File: config.mk
export PLATFORM = sky130hd
export DESIGN_NAME = exec_sequencer
export DESIGN_NICKNAME = d
export VERILOG_FILES = /design/src/rtl/gpp16_pkg.sv /design/src/rtl/seq_watchdog.sv /design/src/rtl/exec_sequencer.sv
export SDC_FILE = /design/constraint.sdc
export NUM_CORES = 1
export LEC_CHECK = 0
export BUFFER_PORTS_ARGS = -buffer_cell sky130_fd_sc_hd__buf_2
export CORE_UTILIZATION = 40
export DETAILED_ROUTE_END_ITERATION = 10
export PLACE_DENSITY = 0.61
export SETUP_SLACK_MARGIN = 0.02
export SLEW_MARGIN = 20
export SYNTH_ARGS = -nofsm -noshare
export SYNTH_HDL_FRONTEND = slang
export SYNTH_HIERARCHICAL = 1
export SYNTH_SLANG_ARGS = --single-unit
export TNS_END_PERCENT = 30
File: constraint.sdc
create_clock -name clk -period 2.05 [get_ports clk]
set_clock_uncertainty 0.05 [all_clocks]
set_input_delay 0.205 -clock clk [delete_from_list [all_inputs] [get_ports clk]]
set_output_delay 0.205 -clock clk [all_outputs]
set_load 0.02 [all_outputs]
File: src/rtl/gpp16_pkg.sv
// Shared definitions for the GPP16 core: opcodes, instruction field
// positions, sequencer state encoding and opcode classification.
package gpp16_pkg;

    // Opcode values carried in ir[15:11]
    localparam logic [4:0] OP_ADD = 5'd0;
    localparam logic [4:0] OP_SUB = 5'd1;
    localparam logic [4:0] OP_MUL = 5'd2;
    localparam logic [4:0] OP_DIV = 5'd3;
    localparam logic [4:0] OP_MOD = 5'd4;
    localparam logic [4:0] OP_MOV = 5'd5;
    localparam logic [4:0] OP_HLT = 5'd31;

    // Instruction field bit positions; bits [1:0] carry no meaning
    localparam int OPC_MSB = 15;
    localparam int OPC_LSB = 11;
    localparam int RD_MSB  = 10;
    localparam int RD_LSB  = 8;
    localparam int RA_MSB  = 7;
    localparam int RA_LSB  = 5;
    localparam int RB_MSB  = 4;
    localparam int RB_LSB  = 2;

    // Sequencer states
    typedef enum logic [2:0] {
        ST_IDLE   = 3'd0,
        ST_FETCH  = 3'd1,
        ST_DECODE = 3'd2,
        ST_EXEC   = 3'd3,
        ST_WAIT   = 3'd4,
        ST_WB     = 3'd5,
        ST_HALT   = 3'd6
    } seq_state_t;

    // Opcodes whose ALU result needs a start pulse and a done handshake
    function automatic logic is_multicycle(input logic [4:0] op);
        return (op == OP_MUL) || (op == OP_DIV) || (op == OP_MOD);
    endfunction

endpackage

File: src/rtl/seq_watchdog.sv
// WAIT-state cycle counter. Cleared before each multi-cycle ALU launch,
// counts while enabled, and flags a timeout on the last permitted cycle.
module seq_watchdog #(
    parameter int ALU_TIMEOUT = 64
) (
    input  logic clk,
    input  logic rst,
    input  logic clear,
    input  logic enable,
    output logic timeout
);

    localparam int CNT_W = (ALU_TIMEOUT > 1) ? $clog2(ALU_TIMEOUT) : 1;
    localparam logic [CNT_W-1:0] LAST = CNT_W'(ALU_TIMEOUT - 1);

    logic [CNT_W-1:0] count;

    // Count WAIT cycles, holding at the last value so the counter never wraps
    always_ff @(posedge clk) begin
        if (rst || clear) begin
            count <= '0;
        end else if (enable && (count != LAST)) begin
            count <= count + CNT_W'(1);
        end
    end

    assign timeout = enable && (count == LAST);

endmodule

File: src/rtl/exec_sequencer.sv
// Multi-cycle instruction sequencer for the GPP16 core: fetch over a
// req/valid handshake, decode through the external control_unit, launch
// single- or multi-cycle ALU ops, and retire with one register write each.
module exec_sequencer
    import gpp16_pkg::*;
#(
    parameter int PC_W        = 8,
    parameter int ALU_TIMEOUT = 64
) (
    input  logic            clk,
    input  logic            rst,
    input  logic            run,
    output logic            imem_req,
    output logic [PC_W-1:0] imem_addr,
    input  logic            imem_valid,
    input  logic [15:0]     imem_data,
    output logic [4:0]      opcode,
    input  logic            cu_we3,
    input  logic [4:0]      cu_alu_func,
    output logic [4:0]      alu_func,
    output logic            alu_start,
    input  logic            alu_done,
    output logic [2:0]      a1,
    output logic [2:0]      a2,
    output logic [2:0]      a3,
    output logic            we3,
    output logic [15:0]     retired,
    output logic            illegal,
    output logic            fault,
    output logic            halted
);

    seq_state_t      state;
    logic [PC_W-1:0] pc;
    logic [15:0]     ir;
    logic            wd_clear;
    logic            wd_enable;
    logic            wd_timeout;
    logic            unused_ir_bits;

    // Register fields are decoded straight from ir; we3 alone qualifies writes
    assign opcode    = ir[OPC_MSB:OPC_LSB];
    assign a1        = ir[RA_MSB:RA_LSB];
    assign a2        = ir[RB_MSB:RB_LSB];
    assign a3        = ir[RD_MSB:RD_LSB];
    assign imem_addr = pc;

    assign unused_ir_bits = ^ir[1:0];

    assign wd_clear  = (state == ST_EXEC);
    assign wd_enable = (state == ST_WAIT);

    seq_watchdog #(
        .ALU_TIMEOUT (ALU_TIMEOUT)
    ) u_watchdog (
        .clk     (clk),
        .rst     (rst),
        .clear   (wd_clear),
        .enable  (wd_enable),
        .timeout (wd_timeout)
    );

    // Sequencer FSM; every output is set on the edge that enters the state it belongs to
    always_ff @(posedge clk) begin
        if (rst) begin
            state     <= ST_IDLE;
            pc        <= '0;
            ir        <= '0;
            imem_req  <= 1'b0;
            alu_func  <= '0;
            alu_start <= 1'b0;
            we3       <= 1'b0;
            retired   <= '0;
            illegal   <= 1'b0;
            fault     <= 1'b0;
            halted    <= 1'b0;
        end else begin
            alu_start <= 1'b0;
            we3       <= 1'b0;
            case (state)
                ST_IDLE: begin
                    if (run) begin
                        state    <= ST_FETCH;
                        imem_req <= 1'b1;
                    end
                end
                ST_FETCH: begin
                    if (imem_valid) begin
                        ir       <= imem_data;
                        imem_req <= 1'b0;
                        state    <= ST_DECODE;
                    end
                end
                ST_DECODE: begin
                    alu_func <= cu_alu_func;
                    if (opcode == OP_HLT) begin
                        halted <= 1'b1;
                        state  <= ST_HALT;
                    end else if (!cu_we3) begin
                        illegal  <= 1'b1;
                        pc       <= pc + PC_W'(1);
                        imem_req <= 1'b1;
                        state    <= ST_FETCH;
                    end else begin
                        alu_start <= is_multicycle(opcode);
                        state     <= ST_EXEC;
                    end
                end
                ST_EXEC: begin
                    if (is_multicycle(opcode)) begin
                        state <= ST_WAIT;
                    end else begin
                        we3   <= 1'b1;
                        state <= ST_WB;
                    end
                end
                ST_WAIT: begin
                    if (alu_done) begin
                        we3   <= 1'b1;
                        state <= ST_WB;
                    end else if (wd_timeout) begin
                        fault  <= 1'b1;
                        halted <= 1'b1;
                        state  <= ST_HALT;
                    end
                end
                ST_WB: begin
                    pc <= pc + PC_W'(1);
                    if (retired != 16'hFFFF) begin
                        retired <= retired + 16'd1;
                    end
                    imem_req <= 1'b1;
                    state    <= ST_FETCH;
                end
                ST_HALT: begin
                    state <= ST_HALT;
                end
                default: begin
                    state <= ST_IDLE;
                end
            endcase
        end
    end

endmodule

==> impl_metrics.ini <==
[clock_network]
clock-root-buffer = clkbuf_8
numCtsBuffers = 9
insertion_delay_ns = 0.34
clock_tree.htree_level_count = 3
post_cts.repair.setup_buffers = 0
tritoncts_clock_tree = built
tritoncts_num_sinks = 58
cts-root-to-sink-buffers = 2
worst_setup_hold_path_clk_slew_ns = 0.07

[synthesis]
mappedNetlistArea_mm2 = 0.00287
synth_top_area_cell = dfxtp_1
synth_most_common_cell = dfxtp_1
postSynthNetCount = 365
post_synth_and_or_nand_nor_area_fraction_pct = 28.1
yosysUniqueCellTypes = 54
post-synth-top-area-fraction_pct = 40.5
synth_top_family_by_area = simple AND/OR/NAND/NOR gates
synth_enable_flop_cells = 0
avg_inst_size_synth_um2 = 8.55
async_flop_share_pct = 0
synth_top_cells_by_count = dfxtp_1, nand2_1, nor2_1
synthCells = 335
area_fraction_in_compound_gates_after_synthesis_pct = 16.8
number_of_warnings_printed_during_yosys_synthesis = 6
synth.ff_latch_count = 58
synth_xor_xnor_area_share_pct = 0
synth.area.mux_share_pct = 9.08
synth.yosys.seq_area_share_pct = 40.5
yosys-top-cells-area = dfxtp_1, mux2_2, a21oi_1
synthAdderAreaFrac_pct = 1.31
synth-main-ff-cell = dfxtp_1

[sta]
setup_total_negative_slack_ns = 0
final_report_hold_violation_count = 0
tightestPinTransition_ns = 0.600
relSlewSlack_pct = 59.9
setup-violations-final = 0
timing.fmax_mhz = 526
minimum_period_implied_by_the_final_worst_setup_slack_ns = 1.90
finalWorstSetupSlack_ns = 0.149
final-max-slew-violation-count = 0
post-route-period-util_pct = 92.7
rsz_0062_raised_after_global_routing = true

[drt]
remaining_design_rule_violation_count = 0
detail_route.first_pass.iterations = 4
viasPerCell = 5.26
drt-wirelength-per-cell_um = 13.0
detailedRoute.firstIterationViolations = 131
ant_nets = 0
postRouteWirelength_mm = 6.65
dr_total_vias = 2696

[hold_path]
holdCritPathClass = in -> reg

[finish]
final_nets = 442
finalCoreUtilization_pct = 52.3
design_area_mm2 = 0.00359
layout-area-overhead-vs-synth_pct = 25.4
post_layout_nonfiller_instances = 513
n_antenna_cell = 0
drive_gt1_share_pct = 30.0

[global_route]
wire_length_of_the_first_global_routing_pass_mm = 11.2
via_count_of_the_first_global_routing_pass = 2432
grt_antenna_before_repair = 0
grt_overflow_total = 0
grt_usage_pct = 19.0
grt_max_degree = 44

[floorplan]
die_width_um = 86.6
design.core.area_mm2 = 0.00687
number_of_rows_in_the_core_area = 30
chipHeight_um = 86.6
ios = 76
die_area_mm2 = 0.00751
initial_utilization_pct = 41.7

[placed_design]
gp_routability_congestion = 0.798
dpl_cell_area_mm2 = 0.00334
port_buffers = 73
post-dp-hpwl_mm = 4.60
dp_worst_setup_slack_ns = 0.126
post-place-cells = 497

[critical_path]
path_class = reg -> reg
endpoint_kind = flop
worst_setup_path_start_kind = flop
cpMaxStageDelayCell = a2111o_1
critPathRequiredTime_ns = 2.21
crit_path_max_fanout = 5
cp_slowest_stage_delay_ns = 0.41
worst_ep_arrival_time_ns = 2.06
crit_chain = ha_2 -> nand3_1 -> or2_1 -> nor2_1 -> o21a_1 -> a2111o_1 -> a41oi_1 -> a31oi_1

[run]
cap_viol_max_count = 0

[power]
power.share.clock_pct = 41.4
net_switching_mw = 0.889
comb_power_share_pct = 18.2
p_sw_share_pct = 27.8
power_per_cell_area_mw_per_mm2 = 890
total_leakage_power_nw = 1.50
ir_worst_vdd_v = 0.000475
power_report.internal_total_mw = 2.31
pwr-share-seq_pct = 40.4

[outcome]
status = completed
==> metal layers <==
metal  vias to the layer above  GRT usage (%)  share of wire, %
met5                         -              0                 0
met4                         0           5.45               1.2
met3                        13           6.86               5.8
met2                        78           29.7                44
met1                      1246           24.5                49
li1                       1359              -                 -
==> per-stage QoR <==
step | power (mW) | hold slack (ns)
after floorplan | 1.73 | 0.229
after global placement | 1.89 | 0.389
after detailed placement | 1.90 | 0.396
after CTS | 3.24 | 0.0352
after global routing | 3.37 | 0.0382
final | 3.20 | 0.0510
==> final cells by class <==
cell class	count	area [um^2]
sequential	58	1160
clock inverter	5	100
tap	96	120
fill	705	3280
inverter	7	26.3
clock buffer	11	151
timing repair buffer	84	448
multi-input combinational	252	1590
==> flip-flops by register name, indices dropped and copies added, names as in the netlist, 3 cells and up <==
| register | count |
|---|---|
| retired | 16 |
| ir | 14 |
| state | 3 |
| u_watchdog/count | 6 |
| alu_func | 5 |
| imem_addr | 8 |
==> logic make-up (layout without fill, tap and decap cells) <==
family / count (synthesis) / count (layout)
buffers and inverters: 25 / 107
flip-flops: 58 / 58
AND/OR/NAND/NOR: 152 / 152
multiplexers: 24 / 24
adder cells (fa/ha/maj): 3 / 3
AO/OA/AOI/OAI: 73 / 73
==> final timing paths <==
path | slack [ns] | depth (start not counted) | startpoint | to
max | 0.15 | 8 | u_watchdog/count[0]$_SDFFE_PP0P_ | state[0]$_SDFFE_PP0P_
min reg2reg | 0.40 | 2 | ir[7]$_SDFFE_PP0P_ | ir[7]$_SDFFE_PP0P_
max reg2reg | 0.15 | 8 | u_watchdog/count[0]$_SDFFE_PP0P_ | state[0]$_SDFFE_PP0P_
min | 0.05 | 3 | imem_data[2] | ir[2]$_SDFFE_PP0P_
==> cell usage in the layout (no fill, tap or decap), types with 2 or more instances in the layout <==
cell type  synthesis  layout
a311oi_1           2       2
o21a_1             2       2
clkbuf_8           0      11
nor3_1             4       4
nand4_1            9       9
ha_1               3       2
nor4b_1            4       4
and3b_1            2       2
o21ai_0            7       7
and4_4             3       3
nand3_1           14      14
inv_1              7       7
a211oi_1           5       5
mux2i_1            8       8
nand2_1           38      38
buf_2              3      73
and4_1             3       3
nor2b_1           19      19
nor3b_1            4       4
a21oi_1           33      33
and3_1             2       2
buf_4              2      11
a31oi_1            5       5
or4_1              2       2
mux2_2            16      16
bufinv_16          0       3
clkinv_2           0       2
a41oi_1            2       2
o31ai_1            3       3
nand2b_1           2       2
and2_1             3       3
dfxtp_1           58      58
nor2_1            35      35
or3_1              2       2
==> timing repair <==
item / CTS / global route
resized for setup: 0 / 1
hold buffers: 0 / 0
setup endpoints to repair: 0 / 2
==> power groups by stage <==
stage	registers [mW]	clock network, mW	logic [mW]
3_5_place_dp	1.32	0	0.583
5_1_grt	1.31	1.41	0.650
2_1_floorplan	1.36	0	0.371
6_report	1.29	1.32	0.582
4_1_cts	1.29	1.36	0.586
3_3_place_gp	1.31	0	0.577
==> critical path, delay by kind of cell, from the launching register on <==
kind                     cells  cell delay, ns
adder cells (fa/ha/maj)      1            0.22
AND/OR/NAND/NOR              3            0.33
AO/OA/AOI/OAI                4            0.84
flip-flops                   1            0.34
No activity file was read; power rests on OpenSTA's default activity.
